===== src/rtl/display_cfg_loader.sv =====
// Serialises a 75-bit timing-preset word to the display timing generator over cfg_clk/cfg_data,
// holding the generator disabled while it is reprogrammed and re-enabling it after a settle time.
module display_cfg_loader #(
  parameter int HALF   = 4,
  parameter int SETTLE = 8
) (
  input  logic       clk,
  input  logic       rst,
  input  logic       load,
  input  logic       stop,
  input  logic [1:0] mode_sel,
  input  logic [5:0] pulse_count,
  input  logic       frame_pulse,
  output logic       cfg_clk,
  output logic       cfg_data,
  output logic       en,
  output logic       busy,
  output logic       done
);

  typedef enum logic [1:0] {ST_IDLE, ST_WAIT_FRAME, ST_SHIFT, ST_SETTLE} state_t;

  localparam logic [7:0] HALF_LAST   = 8'(HALF - 1);
  localparam logic [7:0] SETTLE_LAST = 8'(SETTLE - 1);
  localparam logic [6:0] BIT_LAST    = 7'd74;

  state_t      state_q, state_d;
  logic [74:0] word_q, word_d;
  logic [6:0]  bit_cnt_q, bit_cnt_d;
  logic [7:0]  phase_cnt_q, phase_cnt_d;
  logic        cfg_clk_q, cfg_clk_d;
  logic        cfg_data_q, cfg_data_d;
  logic        en_q, en_d;
  logic        done_q, done_d;

  function automatic logic [74:0] build_word(input logic [1:0] m, input logic [5:0] pc);
    logic [1:0]  pol;
    logic [10:0] hd, vd;
    logic [8:0]  hf, hs, hb;
    logic [5:0]  vb, vs, vt;
    case (m)
      2'd0:    begin pol = 2'b11; hd = 11'd639;  hf = 9'd15;  hs = 9'd95;  hb = 9'd47;
                     vd = 11'd479; vb = 6'd9; vs = 6'd1; vt = 6'd32; end
      2'd1:    begin pol = 2'b00; hd = 11'd799;  hf = 9'd39;  hs = 9'd127; hb = 9'd87;
                     vd = 11'd599; vb = 6'd0; vs = 6'd3; vt = 6'd22; end
      2'd2:    begin pol = 2'b11; hd = 11'd1023; hf = 9'd23;  hs = 9'd135; hb = 9'd159;
                     vd = 11'd767; vb = 6'd2; vs = 6'd5; vt = 6'd28; end
      default: begin pol = 2'b00; hd = 11'd1279; hf = 9'd109; hs = 9'd39;  hb = 9'd219;
                     vd = 11'd719; vb = 6'd4; vs = 6'd4; vt = 6'd19; end
    endcase
    return {pc, pol, hd, hf, hs, hb, vd, vb, vs, vt};
  endfunction

  logic bit_end;
  assign bit_end = (phase_cnt_q == HALF_LAST) && cfg_clk_q;

  always_ff @(posedge clk or posedge rst) begin
    if (rst) begin
      state_q     <= ST_IDLE;
      word_q      <= '0;
      bit_cnt_q   <= '0;
      phase_cnt_q <= '0;
      cfg_clk_q   <= 1'b0;
      cfg_data_q  <= 1'b0;
      en_q        <= 1'b0;
      done_q      <= 1'b0;
    end else begin
      state_q     <= state_d;
      word_q      <= word_d;
      bit_cnt_q   <= bit_cnt_d;
      phase_cnt_q <= phase_cnt_d;
      cfg_clk_q   <= cfg_clk_d;
      cfg_data_q  <= cfg_data_d;
      en_q        <= en_d;
      done_q      <= done_d;
    end
  end

  always_comb begin
    state_d = state_q;
    case (state_q)
      ST_IDLE:       if (load) state_d = en_q ? ST_WAIT_FRAME : ST_SHIFT;
      ST_WAIT_FRAME: if (frame_pulse || stop) state_d = ST_SHIFT;
      ST_SHIFT:      if (bit_end && bit_cnt_q == BIT_LAST) state_d = ST_SETTLE;
      ST_SETTLE:     if (phase_cnt_q == SETTLE_LAST) state_d = ST_IDLE;
      default:       state_d = ST_IDLE;
    endcase
  end

  always_comb begin
    word_d      = word_q;
    bit_cnt_d   = bit_cnt_q;
    phase_cnt_d = phase_cnt_q;
    cfg_clk_d   = cfg_clk_q;
    cfg_data_d  = cfg_data_q;
    en_d        = en_q;
    done_d      = 1'b0;
    case (state_q)
      ST_IDLE: begin
        if (load) begin
          word_d      = build_word(mode_sel, pulse_count);
          bit_cnt_d   = '0;
          phase_cnt_d = '0;
          cfg_clk_d   = 1'b0;
          // From a disabled generator the first bit goes out immediately.
          if (!en_q) cfg_data_d = word_d[74];
        end else if (stop) begin
          en_d = 1'b0;
        end
      end
      ST_WAIT_FRAME: begin
        if (frame_pulse || stop) begin
          en_d       = 1'b0;
          cfg_data_d = word_q[74];
        end
      end
      ST_SHIFT: begin
        if (phase_cnt_q != HALF_LAST) begin
          phase_cnt_d = phase_cnt_q + 8'd1;
        end else begin
          phase_cnt_d = '0;
          if (!cfg_clk_q) begin
            cfg_clk_d = 1'b1;
          end else begin
            cfg_clk_d = 1'b0;
            if (bit_cnt_q != BIT_LAST) begin
              bit_cnt_d  = bit_cnt_q + 7'd1;
              word_d     = {word_q[73:0], 1'b0};
              cfg_data_d = word_q[73];
            end
          end
        end
      end
      ST_SETTLE: begin
        if (phase_cnt_q == SETTLE_LAST) begin
          phase_cnt_d = '0;
          bit_cnt_d   = '0;
          en_d        = 1'b1;
          done_d      = 1'b1;
        end else begin
          phase_cnt_d = phase_cnt_q + 8'd1;
        end
      end
      default: ;
    endcase
  end

  assign cfg_clk  = cfg_clk_q;
  assign cfg_data = cfg_data_q;
  assign en       = en_q;
  assign done     = done_q;
  assign busy     = (state_q != ST_IDLE);

endmodule


===== config.mk =====
export PLATFORM = sky130hd
export DESIGN_NAME = display_cfg_loader
export DESIGN_NICKNAME = d
export VERILOG_FILES = /design/src/rtl/display_cfg_loader.sv
export SDC_FILE = /design/constraint.sdc
export NUM_CORES = 1
export LEC_CHECK = 0
export ABC_AREA = 1
export BUFFER_PORTS_ARGS = -buffer_cell sky130_fd_sc_hd__buf_2
export CELL_PAD_IN_SITES_DETAIL_PLACEMENT = 1
export CELL_PAD_IN_SITES_GLOBAL_PLACEMENT = 2
export CORE_MARGIN = 5
export CORE_UTILIZATION = 30
export CTS_CLUSTER_SIZE = 40
export DETAILED_ROUTE_END_ITERATION = 10
export MAX_ROUTING_LAYER = met4
export PLACE_DENSITY_LB_ADDON = 0.1
export SYNTH_ARGS = -nofsm -noshare
export SYNTH_HDL_FRONTEND = slang
export SYNTH_SLANG_ARGS = --single-unit

===== constraint.sdc =====
create_clock -name clk -period 3.5 [get_ports clk]
set_input_delay 0.525 -clock clk [delete_from_list [all_inputs] [get_ports clk]]
set_output_delay 0.525 -clock clk [all_outputs]
set_load 0.01 [all_outputs]

==> metrics <==
RR Endpoint bit_cnt_q[0]; Lkg Pwr between 0.003 and 0.004 µW; DP Area roughly 0.0054 mm²; FILL cells 2150; Slew @ Worst Pin about 830 ps; Area Growth Syn to Fin 10.12%; Net count, final ~710; overall routing resource usage about 16%; Setup crit start kind register; layout cells sized above 1 10.12%; final WL about 15000 µm; Residual DRC 0; delay-heaviest family, CP simple AND/OR/NAND/NOR gates; Worst Hold Class primary input to async pin; Final Hold Viols 0; end-of-flow core utilization between 30% and 40%; crit path DAT about 2800 ps; maxcap violations 0; Tcrit/Tclk final 71.58%; final worst path period need approximately 2500 ps; clock buffer depth 2; sequential fraction of the synthesis area a little under half; Initial Util between 30% and 40%; final setup margin 994.7 ps; die width approximately 140 µm; critical path endpoint category register; Avg Inst Size Synth about 7.5 µm²; yosys warns 0; storage element area around 0.0024 mm²; status complete, no violations; Port Buffers 17; synth top area cells dfrtp_1 (46%), nand2_1 (23%), nand4_1 (8.0%); critical path cell sequence inv_1 -> ha_1 -> nand3_1 -> nor2_1 -> nand2_2 -> buf_4 -> nand2_1 -> nor2_4 -> nand2_1 -> nand2_1; global-route wire length before repair about 25000 µm; initial antenna violation count 0; Post-CTS Hold Buffers 0; pwr/cell area approximately 950 mW/mm²; synthesized flop and latch total 96; total congestion overflow 0; die span in y 142.0 µm; CP Buf/Inv Count 2; post-synth top area share about 46%; Cell Area, Synth between 0.005 and 0.006 mm²; CP peak stage delay between 600 and 700 ps; WL/cell about 16 µm; post-DR vias/cell around 4.9; Synth Instances between 600 and 700; most frequent CP cell nand2_1; io pins 18; post-CTS sizing 0; Core Rows between 40 and 50; RR Startpoint bit_cnt_q[0]; top cell type by total area after synthesis dfrtp_1; Finished Cell Area ~0.0058 mm²; Slowest-stage cell, CP buf_4; total CTS buffers 9; CP required between 3000 and 4000 ps; Root Buffer clkbuf_16; drt first pass iters 4; post-route ant nets 0; largest net degree at the start of global routing 68; number of global-route vias before repair about 4700; CTS clk-pin slew, worst paths around 70 ps; Placer Congestion ~0.74; Crit Path Class register to register; Slew headroom between 40% and 50%; CTS tree built; RSZ-0062 raised after global routing false; Worst IR Drop VDD roughly 0.00044 V; clock skew after layout between 7 and 8 ps; die area a little over 0.02 mm²; clk sink count 96; Post-CTS Setup Inserts 0; total power about 5500 µW; Starting DRT DRC Count around 180; setup total negative slack 0 ps; Ant. Diodes 0; Post-DP HPWL 9056 µm; # H-tree levels 3; via count around 4500; pre-CTS WS about 920 ps; worst reg-to-reg path cell count 10; Syn Nets 720; Pins Over Slew Limit 0; CP Max Fanout 67; f_max ~0.40 GHz; Core Region 0.01718 mm²; final setup fails 0; r2r setup slk a little under 1000 ps; Yosys cell types 29; multi-input logic area between 0.002 and 0.0025 mm²; Skew-Pair Late Insertion Delay between 300 and 400 ps
## metrics by stage
stage | hold slack [ps] | instances
4_1_cts | 291.5 | 917
5_1_grt | 330.0 | 917
6_report | 267.0 | 917
3_3_place_gp | 445.6 | 902
3_5_place_dp | 455.8 | 902
2_1_floorplan | 434.5 | 694
## sequential cells by signal, indices dropped and copies added (netlist names)
name	cells
state_q	2
done	1
cfg_data	1
cfg_clk	1
phase_cnt_q	8
bit_cnt_q	7
word_q	75
en	1
## worst max-delay path by stage
| stage | from | end | slack, ps | depth (start not counted) |
|---|---|---|---|---|
| floorplan | rst | bit_cnt_q[0] | 470 | 1 |
| global placement | state_q[0] | word_q[8] | 1000 | 8 |
| detailed placement | state_q[0] | word_q[54] | 920 | 8 |
| CTS | state_q[0] | word_q[54] | 940 | 8 |
| global route | state_q[0] | word_q[12] | 740 | 8 |
| finish | bit_cnt_q[0] | bit_cnt_q[0] | 990 | 10 |
## per-layer routing
metal	routed length (µm)	GRT usage [%]
met4	216	5.303
met3	173	2.151
met2	6927	24.84
met1	7601	22.37
met5	0	-
## worst reg2reg max path, cell delays in order (launching register included)
cell     delay [ps]
dfrtp_1         370
inv_1            80
ha_1            210
nand3_1          80
nor2_1           80
nand2_2          70
buf_4           620
nand2_1         430
nor2_4          310
nand2_1         100
nand2_1          90
## Yosys cell counts, drive strengths merged
cell    number
a21oi        2
buf         34
clkbuf       6
dfrtp       96
ha          13
inv         35
nand2      320
nand3       28
nand3b       1
nand4       67
nor2        39
nor3         2
nor3b        1
o21a         1
o21ai       16
o21bai      10
or2         18
xnor2        1
xor2         4
## final cells by class
class,count,share of cell area [%]
Clock buffer,12,4.454
Clock inverter,3,1.130
Inverter,35,2.325
Multi-Input combinational cell,523,42.80
Sequential cell,96,41.71
Tap cell,225,4.888
Timing Repair Buffer,23,2.694
## cells in the final DEF (no fill, tap or decap), types with 12 or more instances in the layout
cell and count:
nand2_1 317, dfrtp_1 96, nand4_1 67, nor2_1 34, inv_1 31, nand3_1 27, or2_2 18, buf_2 17
o21ai_0 14, ha_1 12
## logic make-up (layout without fill, tap and decap cells)
| logic type | after synthesis | after routing | synth area share (%) |
|---|---|---|---|
| AND/OR/NAND/NOR | 476 | 476 | 39.67 |
| flip-flops | 96 | 96 | 45.93 |
| buffers and inverters | 75 | 73 | 7.081 |
| AO/OA/AOI/OAI | 29 | 29 | 3.373 |
| adder cells (fa/ha/maj) | 13 | 13 | 3.110 |
| XOR/XNOR | 5 | 5 | 0.8373 |
## power breakdown
part | switching (µW) | internal [µW] | leakage [µW] | total [µW]
Clock | 441 | 661 | 0.000159 | 1100
Combinational | 1790 | 785 | 0.00168 | 2580
Sequential | 240 | 1570 | 0.00122 | 1810
(Power assumes the default switching activity.)
